--- src/rtl/bcd_operand_loader_pkg.sv ---
// bcd_operand_loader_pkg: shared FSM states, default sizes and the seven-segment digit table
package bcd_operand_loader_pkg;
  localparam int DIGITS_DEF = 3;
  localparam int MAG_W_DEF = 10;
  localparam int BIN_W_DEF = 8;
  typedef enum logic [1:0] {IDLE, SHIFT, FINISH} state_t;
  // gfedcba, digit 0..9, shared with the display path
  localparam logic [6:0] SEG7 [10] = '{7'h3F, 7'h06, 7'h5B, 7'h4F, 7'h66,
                                      7'h6D, 7'h7D, 7'h07, 7'h7F, 7'h6F};
endpackage

--- src/rtl/bcd_operand_loader_nibble_fix.sv ---
// bcd_nibble_fix: reverse double-dabble correction, subtract 3 from a nibble of 8 or more
module bcd_nibble_fix (
  input  logic [3:0] d,
  output logic [3:0] q
);
  assign q = d >= 4'd8 ? d - 4'd3 : d;
endmodule

--- src/rtl/bcd_operand_loader.sv ---
// bcd_operand_loader: sequential BCD-to-binary converter with sign and signed saturation
module bcd_operand_loader
  import bcd_operand_loader_pkg::*;
#(
  parameter int DIGITS = DIGITS_DEF,
  parameter int MAG_W = MAG_W_DEF,
  parameter int BIN_W = BIN_W_DEF
) (
  input  logic                clk,
  input  logic                rst,
  input  logic                start,
  input  logic                neg,
  input  logic [4*DIGITS-1:0] bcd_in,
  output logic                busy,
  output logic                done,
  output logic [BIN_W-1:0]    bin_out,
  output logic                ovf,
  output logic                bad_digit
);
  localparam int W = 4 * DIGITS + MAG_W;
  localparam int CW = $clog2(MAG_W);
  localparam logic [CW-1:0] LAST = CW'(MAG_W - 1);
  localparam logic [MAG_W-1:0] POS_MAX = MAG_W'(2 ** (BIN_W - 1) - 1);
  localparam logic [MAG_W-1:0] NEG_MAX = MAG_W'(2 ** (BIN_W - 1));
  localparam logic [BIN_W-1:0] SAT_P = {1'b0, {(BIN_W - 1){1'b1}}};
  localparam logic [BIN_W-1:0] SAT_N = {1'b1, {(BIN_W - 1){1'b0}}};
  state_t state_q, state_d;
  logic [W-1:0] work_q, work_d, shifted;
  logic [CW-1:0] count_q, count_d;
  logic neg_q, neg_d, bad_q, bad_d, done_q, done_d, ovf_q, ovf_d, badd_q, badd_d;
  logic [BIN_W-1:0] bin_q, bin_d;
  logic [4*DIGITS-1:0] fixed_bcd;
  logic [DIGITS-1:0] bad_vec;
  logic [MAG_W-1:0] mag;
  logic [BIN_W-1:0] mag_lo;
  assign shifted = work_q >> 1;
  assign mag = work_q[MAG_W-1:0];
  assign mag_lo = mag[BIN_W-1:0];
  for (genvar i = 0; i < DIGITS; i++) begin : g_dig
    bcd_nibble_fix u_fix (.d(shifted[MAG_W+4*i +: 4]), .q(fixed_bcd[4*i +: 4]));
    assign bad_vec[i] = bcd_in[4*i +: 4] > 4'd9;
  end
  always_comb begin
    state_d = state_q;
    work_d = work_q;
    count_d = count_q;
    neg_d = neg_q;
    bad_d = bad_q;
    done_d = 1'b0;
    bin_d = bin_q;
    ovf_d = ovf_q;
    badd_d = badd_q;
    case (state_q)
      IDLE: if (start) begin
        work_d = {bcd_in, MAG_W'(0)};
        neg_d = neg;
        bad_d = |bad_vec;
        count_d = '0;
        state_d = SHIFT;
      end
      SHIFT: begin
        work_d = {fixed_bcd, shifted[MAG_W-1:0]};
        count_d = count_q + 1'b1;
        state_d = count_q == LAST ? FINISH : SHIFT;
      end
      FINISH: begin
        done_d = 1'b1;
        state_d = IDLE;
        badd_d = bad_q;
        ovf_d = !bad_q && (neg_q ? mag > NEG_MAX : mag > POS_MAX);
        bin_d = bad_q ? '0 : ovf_d ? (neg_q ? SAT_N : SAT_P) : neg_q ? -mag_lo : mag_lo;
      end
      default: state_d = IDLE;
    endcase
  end
  always_ff @(posedge clk or posedge rst) begin
    if (rst) begin
      state_q <= IDLE;
      work_q <= '0;
      count_q <= '0;
      neg_q <= 1'b0;
      bad_q <= 1'b0;
      done_q <= 1'b0;
      bin_q <= '0;
      ovf_q <= 1'b0;
      badd_q <= 1'b0;
    end else begin
      state_q <= state_d;
      work_q <= work_d;
      count_q <= count_d;
      neg_q <= neg_d;
      bad_q <= bad_d;
      done_q <= done_d;
      bin_q <= bin_d;
      ovf_q <= ovf_d;
      badd_q <= badd_d;
    end
  end
  assign busy = state_q != IDLE;
  assign done = done_q;
  assign bin_out = bin_q;
  assign ovf = ovf_q;
  assign bad_digit = badd_q;
endmodule
--- config.mk ---
export PLATFORM = sky130hd
export DESIGN_NAME = bcd_operand_loader
export DESIGN_NICKNAME = d
export VERILOG_FILES = /design/src/rtl/bcd_operand_loader_pkg.sv /design/src/rtl/bcd_operand_loader_nibble_fix.sv /design/src/rtl/bcd_operand_loader.sv
export SDC_FILE = /design/constraint.sdc
export NUM_CORES = 1
export LEC_CHECK = 0
export BUFFER_PORTS_ARGS = -buffer_cell sky130_fd_sc_hd__buf_2
export CORE_MARGIN = 1
export CORE_UTILIZATION = 50
export DETAILED_ROUTE_END_ITERATION = 10
export GPL_ROUTABILITY_DRIVEN = 0
export PLACE_DENSITY = 0.71
export SLEW_MARGIN = 10
export SYNTH_ARGS = -nofsm -noshare
export SYNTH_HDL_FRONTEND = slang
export SYNTH_SLANG_ARGS = --single-unit
--- constraint.sdc ---
create_clock -name clk -period 2.2 [get_ports clk]
set_input_delay 0.11 -clock clk [delete_from_list [all_inputs] [get_ports clk]]
set_output_delay 0.11 -clock clk [all_outputs]
set_load 0.01 [all_outputs]
======== Word-level counts from Yosys, hierarchy flattened ========
Cells that the tools add are included.
operators by class
  multiply operators ...................... 0
  $add $sub $neg .......................... 5
  mux-type cells .......................... 16
  shift operators ......................... 0
  equal/unequal tests ..................... 4
  divide/modulo/power cells ............... 0
  bitwise gates (word level) .............. 0
  reduce and logical (&&, ||, !) cells .... 8
  order comparisons ....................... 8
operators with widths
  cell                                                                                  number
  22-bit one-hot mux with 2 select lines                                                1
  8-bit two-way mux                                                                     4
  22-bit two-way mux                                                                    1
  4-bit two-way mux                                                                     4
  4-bit greater-than comparator (second input constant)                                 3
  10-bit by 7-bit greater-than comparator with 1-bit output (second input constant)     1
  10-bit by 8-bit greater-than comparator with 1-bit output (second input constant)     1
  4-bit greater-or-equal comparator (second input constant)                             2
  8-bit negation                                                                        1
  4-bit one-hot mux with 2 select lines                                                 1
  4-bit by 2-bit subtractor with 4-bit output (second input constant)                   2
  4-bit by 1-bit adder with 4-bit output (second input constant)                        1
  4-bit == test (second input constant)                                                 1
  3-bit by 4-bit greater-or-equal comparator with 1-bit output (second input constant)  1
  2-bit two-way mux                                                                     2
  2-bit one-hot mux with 2 select lines                                                 1
  2-bit AND reduction                                                                   2
  2-bit nonzero test                                                                    2
  3-bit by 2-bit subtractor with 4-bit output (second input constant)                   1
  3-bit OR reduction                                                                    1
  2-bit by 1-bit == test with 1-bit output (second input constant)                      1
  2-bit == test (second input constant)                                                 1
  2-bit logical NOT                                                                     1
  1-bit two-way mux                                                                     2
  3 further kinds                                                                       3
word-level totals
  bits of input ports ..................... 16
  memory bits (read-only) ................. 0
  register bits ........................... 41
  output and inout bits ................... 12
  bits in writable memories ............... 0
  word-level logic and storage cells ...... 50
  memories kept ........................... 0
  bits in latches ......................... 0

======== Longest topological paths before layout ========
Gate-level depths: netlist (run 1).
  word-level depth ........................ 5
  mapped depth ............................ 6
  gate-level depth less buffers ........... 6

======== Modules after synthesis ========
Synthesis (run 1) repeated with hierarchy kept, for this count alone.
unflattened totals
  cells, all modules ...................... 244
  area, all modules ....................... 2317.2 µm²
by module, submodules not included
  module              cells each  sequential area each (µm²)  area each (µm²)  instances
  bcd_operand_loader  211         1026.0                      2088.3           1
  bcd_nibble_fix      11          0.0                         76.3             3

======== Worst setup path after synthesis (run 1) ========
Ideal clock, no wire load.
  path kind ............................... register to register
  start point ............................. register work_q[1]
  end point ............................... register bin_q[6] (netlist: bin_out[6])
  slack ................................... 0.404 ns
  clock period less this slack ............ 1.796 ns
  cell stages (with the launch flop) ...... 7
  path buffers ............................ 0
  library setup time ...................... 0.087 ns
  data required time ...................... 2.113 ns
  arrival ................................. 1.710 ns
  path through ............................ dfrtp_1 inv_1 ha_1 or3b_4 nor3_1 mux2_2 o211ai_1
on the way
  word-level cells in the longest chain between the ends .. 5
  elaborated cells on any way between the ends .. 8
  classes of those cells .................. 1 x add/sub; 2 x order compare; 4 x mux; 1 x reduce/logical
ends and longest elaborated chain
  element                                                                                                                                        RTL line                  source
  start: declaration                                                                                                                             bcd_operand_loader.sv:28  logic [W-1:0] work_q, work_d, shifted;
  start signal: assignment                                                                                                                       bcd_operand_loader.sv:89  work_q <= work_d;
  10-bit by 7-bit greater-than comparator with 1-bit output / 10-bit by 8-bit greater-than comparator with 1-bit output (equally long branches)  bcd_operand_loader.sv:70  ovf_d = !bad_q && (neg_q ? mag > NEG_MAX : mag > POS_MAX);
  1-bit two-way mux                                                                                                                              bcd_operand_loader.sv:70
  1-bit logical AND                                                                                                                              bcd_operand_loader.sv:70
  8-bit two-way mux * (2 in a row)                                                                                                               bcd_operand_loader.sv:71  bin_d = bad_q ? '0 : ovf_d ? (neg_q ? SAT_N : SAT_P) : neg_q ? -mag_lo : mag_lo;
  end signal: assignment                                                                                                                         bcd_operand_loader.sv:94  bin_q <= bin_d;
  end: declaration                                                                                                                               bcd_operand_loader.sv:31  logic [BIN_W-1:0] bin_q, bin_d;
Mark *: on every way between the ends. The rest lies on a longest branch, timed or not.
A chain may end at the register's enable or synchronous reset.

======== Worst setup path after layout (run 1) ========
Same ends and word-level chain as after synthesis.

==> results of run 1 <==
[cell families (layout without fill, tap and decap cells)]
family,after synthesis,count (layout),synth area share
multiplexers,4,4,0.0203
XOR/XNOR,4,4,0.0167
flip-flops,41,41,0.489
AND/OR/NAND/NOR,78,78,0.177
buffers and inverters,25,55,0.0465
adder cells (fa/ha/maj),7,7,0.0417
AO/OA/AOI/OAI,62,62,0.209
[cell usage in the layout, fill, tap and decap left out, drive strengths merged, types with 2 or more instances in the layout]
cell / synthesis / layout
nand2: 41 / 41
dfrtp: 41 / 41
buf: 3 / 34
o21ai: 25 / 25
inv: 12 / 12
nor2: 10 / 10
clkbuf: 10 / 8
ha: 7 / 7
a22oi: 6 / 6
nand3: 6 / 6
nor2b: 4 / 4
xnor2: 4 / 4
a31oi: 4 / 4
a21oi: 4 / 4
o221ai: 4 / 4
nor3: 4 / 4
o22ai: 3 / 3
or3: 3 / 3
o31ai: 3 / 3
nand2b: 2 / 2
a22o: 2 / 2
nand4: 2 / 2
a221o: 2 / 2
o211a: 2 / 2
mux2i: 2 / 2
mux2: 2 / 2
o211ai: 2 / 2
o41ai: 2 / 2
[through the flow]
| stage | area [um^2] | std cells | power, mW | hold slack [ns] |
|---|---|---|---|---|
| floorplan | 2100 | 221 | 2.47 | 0.227 |
| global placement | 2300 | 292 | 2.85 | 0.266 |
| detailed placement | 2300 | 292 | 2.89 | 0.259 |
| CTS | 2390 | 301 | 3.37 | 0.0170 |
| global route | 2390 | 301 | 3.63 | 0.0342 |
| finish | 2390 | 301 | 3.35 | 0.0245 |
[power by group]
| part | leakage (nW) | internal (mW) | switching [mW] |
|---|---|---|---|
| sequential | 0.518 | 1.08 | 0.343 |
| clock | 0.0395 | 0.225 | 0.241 |
| combinational | 0.561 | 0.660 | 0.800 |
| total | 1.12 | 1.96 | 1.38 |
[repair_timing]
| action | in CTS | in global routing |
|---|---|---|
| buffers inserted | 0 | 0 |
| hold buffers | 1 | 0 |
| endpoints found under the hold margin | 41 | 0 |
[metal layers]
layer,track usage,up-vias,share of wire
li1,-,836,-
met1,0.298,794,0.50
met2,0.323,44,0.45
met3,0.0565,6,0.038
met4,0.0824,0,0.015
met5,0,-,0
[worst min-delay path, cell delays in order]
cell	delay, ns
buf_2	0.08
nand2_1	0.03
o21ai_0	0.06
[registers in the layout (all words and copies together) (netlist names)]
| register | flops |
|---|---|
| work_q | 22 |
| count_q | 4 |
| bin_out | 8 |
| done | 1 |
| state_q | 2 |
| bad_q | 1 |
| neg_q | 1 |
| ovf | 1 |
| bad_digit | 1 |
[layout make-up]
cell class	count	area (um^2)	share of cell area
sequential	41	1030	0.430
multi-input combinational	155	975	0.408
timing repair buffer	35	198	0.0829
clock buffer	8	80.1	0.0336
tap	50	62.6	0.0262
inverter	12	45.0	0.0189
[worst max-delay path by stage]
| stage | start | to | slack (ns) |
|---|---|---|---|
| floorplan | work_q[1]$_DFFE_PP0P_ | bin_out[6]$_DFFE_PP0P_ | 0.40 |
| global placement | work_q[1]$_DFFE_PP0P_ | bin_out[6]$_DFFE_PP0P_ | 0.35 |
| detailed placement | work_q[1]$_DFFE_PP0P_ | bin_out[6]$_DFFE_PP0P_ | 0.28 |
| CTS | work_q[1]$_DFFE_PP0P_ | bin_out[6]$_DFFE_PP0P_ | 0.27 |
| global route | work_q[1]$_DFFE_PP0P_ | bin_out[6]$_DFFE_PP0P_ | 0.14 |
| finish | work_q[1]$_DFFE_PP0P_ | bin_out[6]$_DFFE_PP0P_ | 0.26 |
==> impl_metrics.toml, run 1 <==
[route]
wirelength_mm = 4.26
drt_iter0_drc = 73
avgRoutedWirePerCell_um = 14.1
dr.pass1.iters = 4
drc = 0
vias_per_cell = 5.58
antenna_left = 0
num_vias = 1680

[global_route]
grt_max_degree = 42
overflow = 0
grt_pass1_vias = 1531
antenna_found_initial = 0
grt_use_total = 0.217
grt_pass1_wl_mm = 7.20

[timing]
min_period_ns = 1.94
relSlewSlack = 0.606
drv_slew = 0
timing.final.setup_violations = 0
postLayoutSetupSlackWorst_ns = 0.263
rsz0062_at_grt = "false"
tightest_slew_ns = 0.589
max_freq_ghz = 0.516
tns_ns = 0
hold_viol = 0
min_period_over_period = 0.880
finalClockSkew_ns = 0.00671

[job]
drv_cap = 0

[critical_path]
ff2ff_setup_slack_ns = 0.26
cpPeakStageDelay_ns = 0.43
end_kind = "flip-flop"
crit_type = "flip-flop to flip-flop"
cp_num_cells = 6
crit_path_cell_trace = "inv_1 -> ha_1 -> or3b_4 -> nor3_1 -> mux2_2 -> o211ai_1"
required_ns = 2.41
worstSetupStartpointType = "flip-flop"
r2r-start = "work_q[1]$_DFFE_PP0P_"
cp_slowest_cell = "or3b_4"
r2r.worst_path.cells = 6
cp_max_fo = 4
r2r-end = "bin_out[6]$_DFFE_PP0P_"
arrival_ns = 2.15
cp_top_family = "simple AND/OR/NAND/NOR gates"
path_buf_inv = 1

[min_path]
whs_endpoint = "neg_q$_DFFE_PP0P_"
hold_class = "primary input to flip-flop"
hold_depth = 3
hold_start = "neg"

[logic_synthesis]
synth_ff_type = "dfrtp_1"
avgSynthCellArea_um2 = 9.49
ys_top_cells_by_area = "dfrtp_1 49%, nand2_1 7.3%, o21ai_0 5.7%"
synthArstFlopShare = 1.00
synth_nets = 244
synth_enable_flop_cells = 0
synth_common_cells = "41 x dfrtp_1, 41 x nand2_1, 24 x o21ai_0"
synth_top_area_frac = 0.489
ys_ff_latch = 41
netlist_area_um2 = 2100
syn_inst = 221
ys_seq_area_frac = 0.489
yosysWarnings = 0
synth_cell_types = 41
synth_area_leader_cell = "dfrtp_1"

[cts]
cts_num_sinks = 41
cts_buffers = 5
clk_latency_ns = 0.29
htree_levels = 2
root_buffer = "clkbuf_8"
cts_tree = "built"
cts_resized = 0
clock_path_buffers = 2
clkTransAtPathRegs_ns = 0.08

[floorplanning]
dieWidth_um = 66.8
rows = 23
die_y_um = 66.8
fp.dieArea_um2 = 4460
coreArea_um2 = 4030
initial_core_util = 0.521
num_io_pins = 28

[layout]
area_growth_pct = 13.7
fin_util = 0.592
fillers = 374
antenna_cells = 0
final_nets = 273
drive_gt1_frac = 0.187

[place]
io_buffers = 27
dpl.hpwl_mm = 2.96
pre_cts_ws_ns = 0.282

[status]
status = "finished, final reports clean"

[power]
power_density_nw_per_um2 = 1400
peakVddDrop_uv = 655
power_leakage_nw = 1.12
No activity file was read; power rests on OpenSTA's default activity.
==> inputs of run 2 (changes only) <==
--- a/config.mk
+++ b/config.mk
@@ -6,6 +6,7 @@
 export NUM_CORES = 1
 export LEC_CHECK = 0
 export BUFFER_PORTS_ARGS = -buffer_cell sky130_fd_sc_hd__buf_2
+export CORE_ASPECT_RATIO = 2
 export CORE_MARGIN = 1
 export CORE_UTILIZATION = 50
 export DETAILED_ROUTE_END_ITERATION = 10
==> impl_metrics.toml, run 2 (synthesized netlist as in run 1, its figures left out) <==
[cts]
cts_num_sinks = 41
clkTransAtPathRegs_ns = 0.08
root_buffer = "clkbuf_8"
cts_tree = "built"
clock_path_buffers = 2
cts_setup_buffers = 0
clk_latency_ns = 0.30
cts_buffers = 5
cts_resized = 0
holdBufCountCts = 1
htree_levels = 2

[floorplanning]
die_y_um = 93.6
dieWidth_um = 47.8
rows = 33
initial_core_util = 0.519
fp.dieArea_um2 = 4480
num_io_pins = 28
coreArea_um2 = 4050

[layout]
finalNonFillerCells = 302
fin_util = 0.598
design_area_um2 = 2420
antenna_cells = 0
final_nets = 272
regMostFlops = "work_q"
largest_reg_flops = 22
mostFrequentLayoutCells = "41 x nand2_1, 41 x dfrtp_1, 27 x buf_2"
drive_gt1_frac = 0.196
area_growth_pct = 15.4

[timing]
hold_slack_ns = 0.0223
relSlewSlack = 0.579
max_freq_ghz = 0.506
finalClockSkew_ns = 0.0109
postLayoutSetupSlackWorst_ns = 0.225
drv_slew = 0
min_period_over_period = 0.898
timing.final.setup_violations = 0
tns_ns = 0
min_period_ns = 1.98
hold_viol = 0
rsz0062_at_grt = "false"
tightest_slew_ns = 0.630

[global_route]
grt_pass1_vias = 1661
overflow = 0
antenna_found_initial = 0
grt_max_degree = 42
grt_pass1_wl_mm = 7.62
grt_use_total = 0.241

[route]
drt_iter0_drc = 40
num_vias = 1705
dr.pass1.iters = 4
vias_per_cell = 5.65
antenna_left = 0
wirelength_mm = 4.54
drc = 0
avgRoutedWirePerCell_um = 15.0

[critical_path]
end_kind = "flip-flop"
crit_type = "flip-flop to flip-flop"
required_ns = 2.42
ff2ff_setup_slack_ns = 0.22
worstSetupStartpoint = "work_q[1]$_DFFE_PP0P_"
cp_max_fo = 4
worstSetupStartpointType = "flip-flop"
arrival_ns = 2.19
r2r-start = "work_q[1]$_DFFE_PP0P_"

[power]
finalPower_mw = 3.54
power_density_nw_per_um2 = 1460
power_leakage_nw = 1.13
peakVddDrop_uv = 943

[status]
status = "finished, final reports clean"

[place]
io_buffers = 27
dp.cells = 293
dpl.hpwl_mm = 3.20
dpl_cell_area_um2 = 2290
pre_cts_ws_ns = 0.257

[min_path]
hold_start = "neg"
hold_class = "primary input to flip-flop"

[job]
drv_cap = 0
[run 2: changes by cell type in the layout (fill, tap and decap cells not counted)]
cell / previous run / this run
clkinvlp_4: 0 / 1
buf_4: 7 / 6
clkbuf_1: 3 / 0
bufinv_16: 0 / 1
clkbuf_8: 5 / 6
[run 2: final cells by class]
class	count	area, um^2
fill	400	1630
inverter	12	45.0
clock buffer	6	82.6
timing repair buffer	34	190
multi-input combinational	155	975
tap	52	65.1
clock inverter	2	37.5
sequential	41	1030
[run 2: final timing paths]
check	end	cells past startpoint
setup / recovery	bin_out[6]$_DFFE_PP0P_	6
min in group asynchronous	work_q[20]$_DFFE_PP0P_	4
hold reg to reg	bin_out[3]$_DFFE_PP0P_	2
max in group asynchronous	count_q[0]$_DFFE_PP0P_	4
setup reg to reg	bin_out[6]$_DFFE_PP0P_	6
hold / removal	neg_q$_DFFE_PP0P_	3
[run 2: worst max-delay path: stages (launching register included)]
cell      delay [ns]
dfrtp_1         0.39
inv_1           0.10
ha_1            0.19
or3b_4          0.43
nor3_1          0.23
mux2_2          0.37
o211ai_1        0.19
[run 2: power by group]
part / total (mW) / internal, mW / switching (mW)
Sequential: 1.42 / 1.07 / 0.348
Clock: 0.649 / 0.369 / 0.279
Combinational: 1.47 / 0.658 / 0.812
Total: 3.54 / 2.10 / 1.44
[run 2: routing by layer]
metal / vias up / track usage / routed length [um]
li1: 834 / - / -
met1: 831 / 0.294 / 1860
met2: 29 / 0.395 / 2460
met3: 11 / 0.0347 / 94
met4: 0 / 0.109 / 121
met5: - / 0 / 0
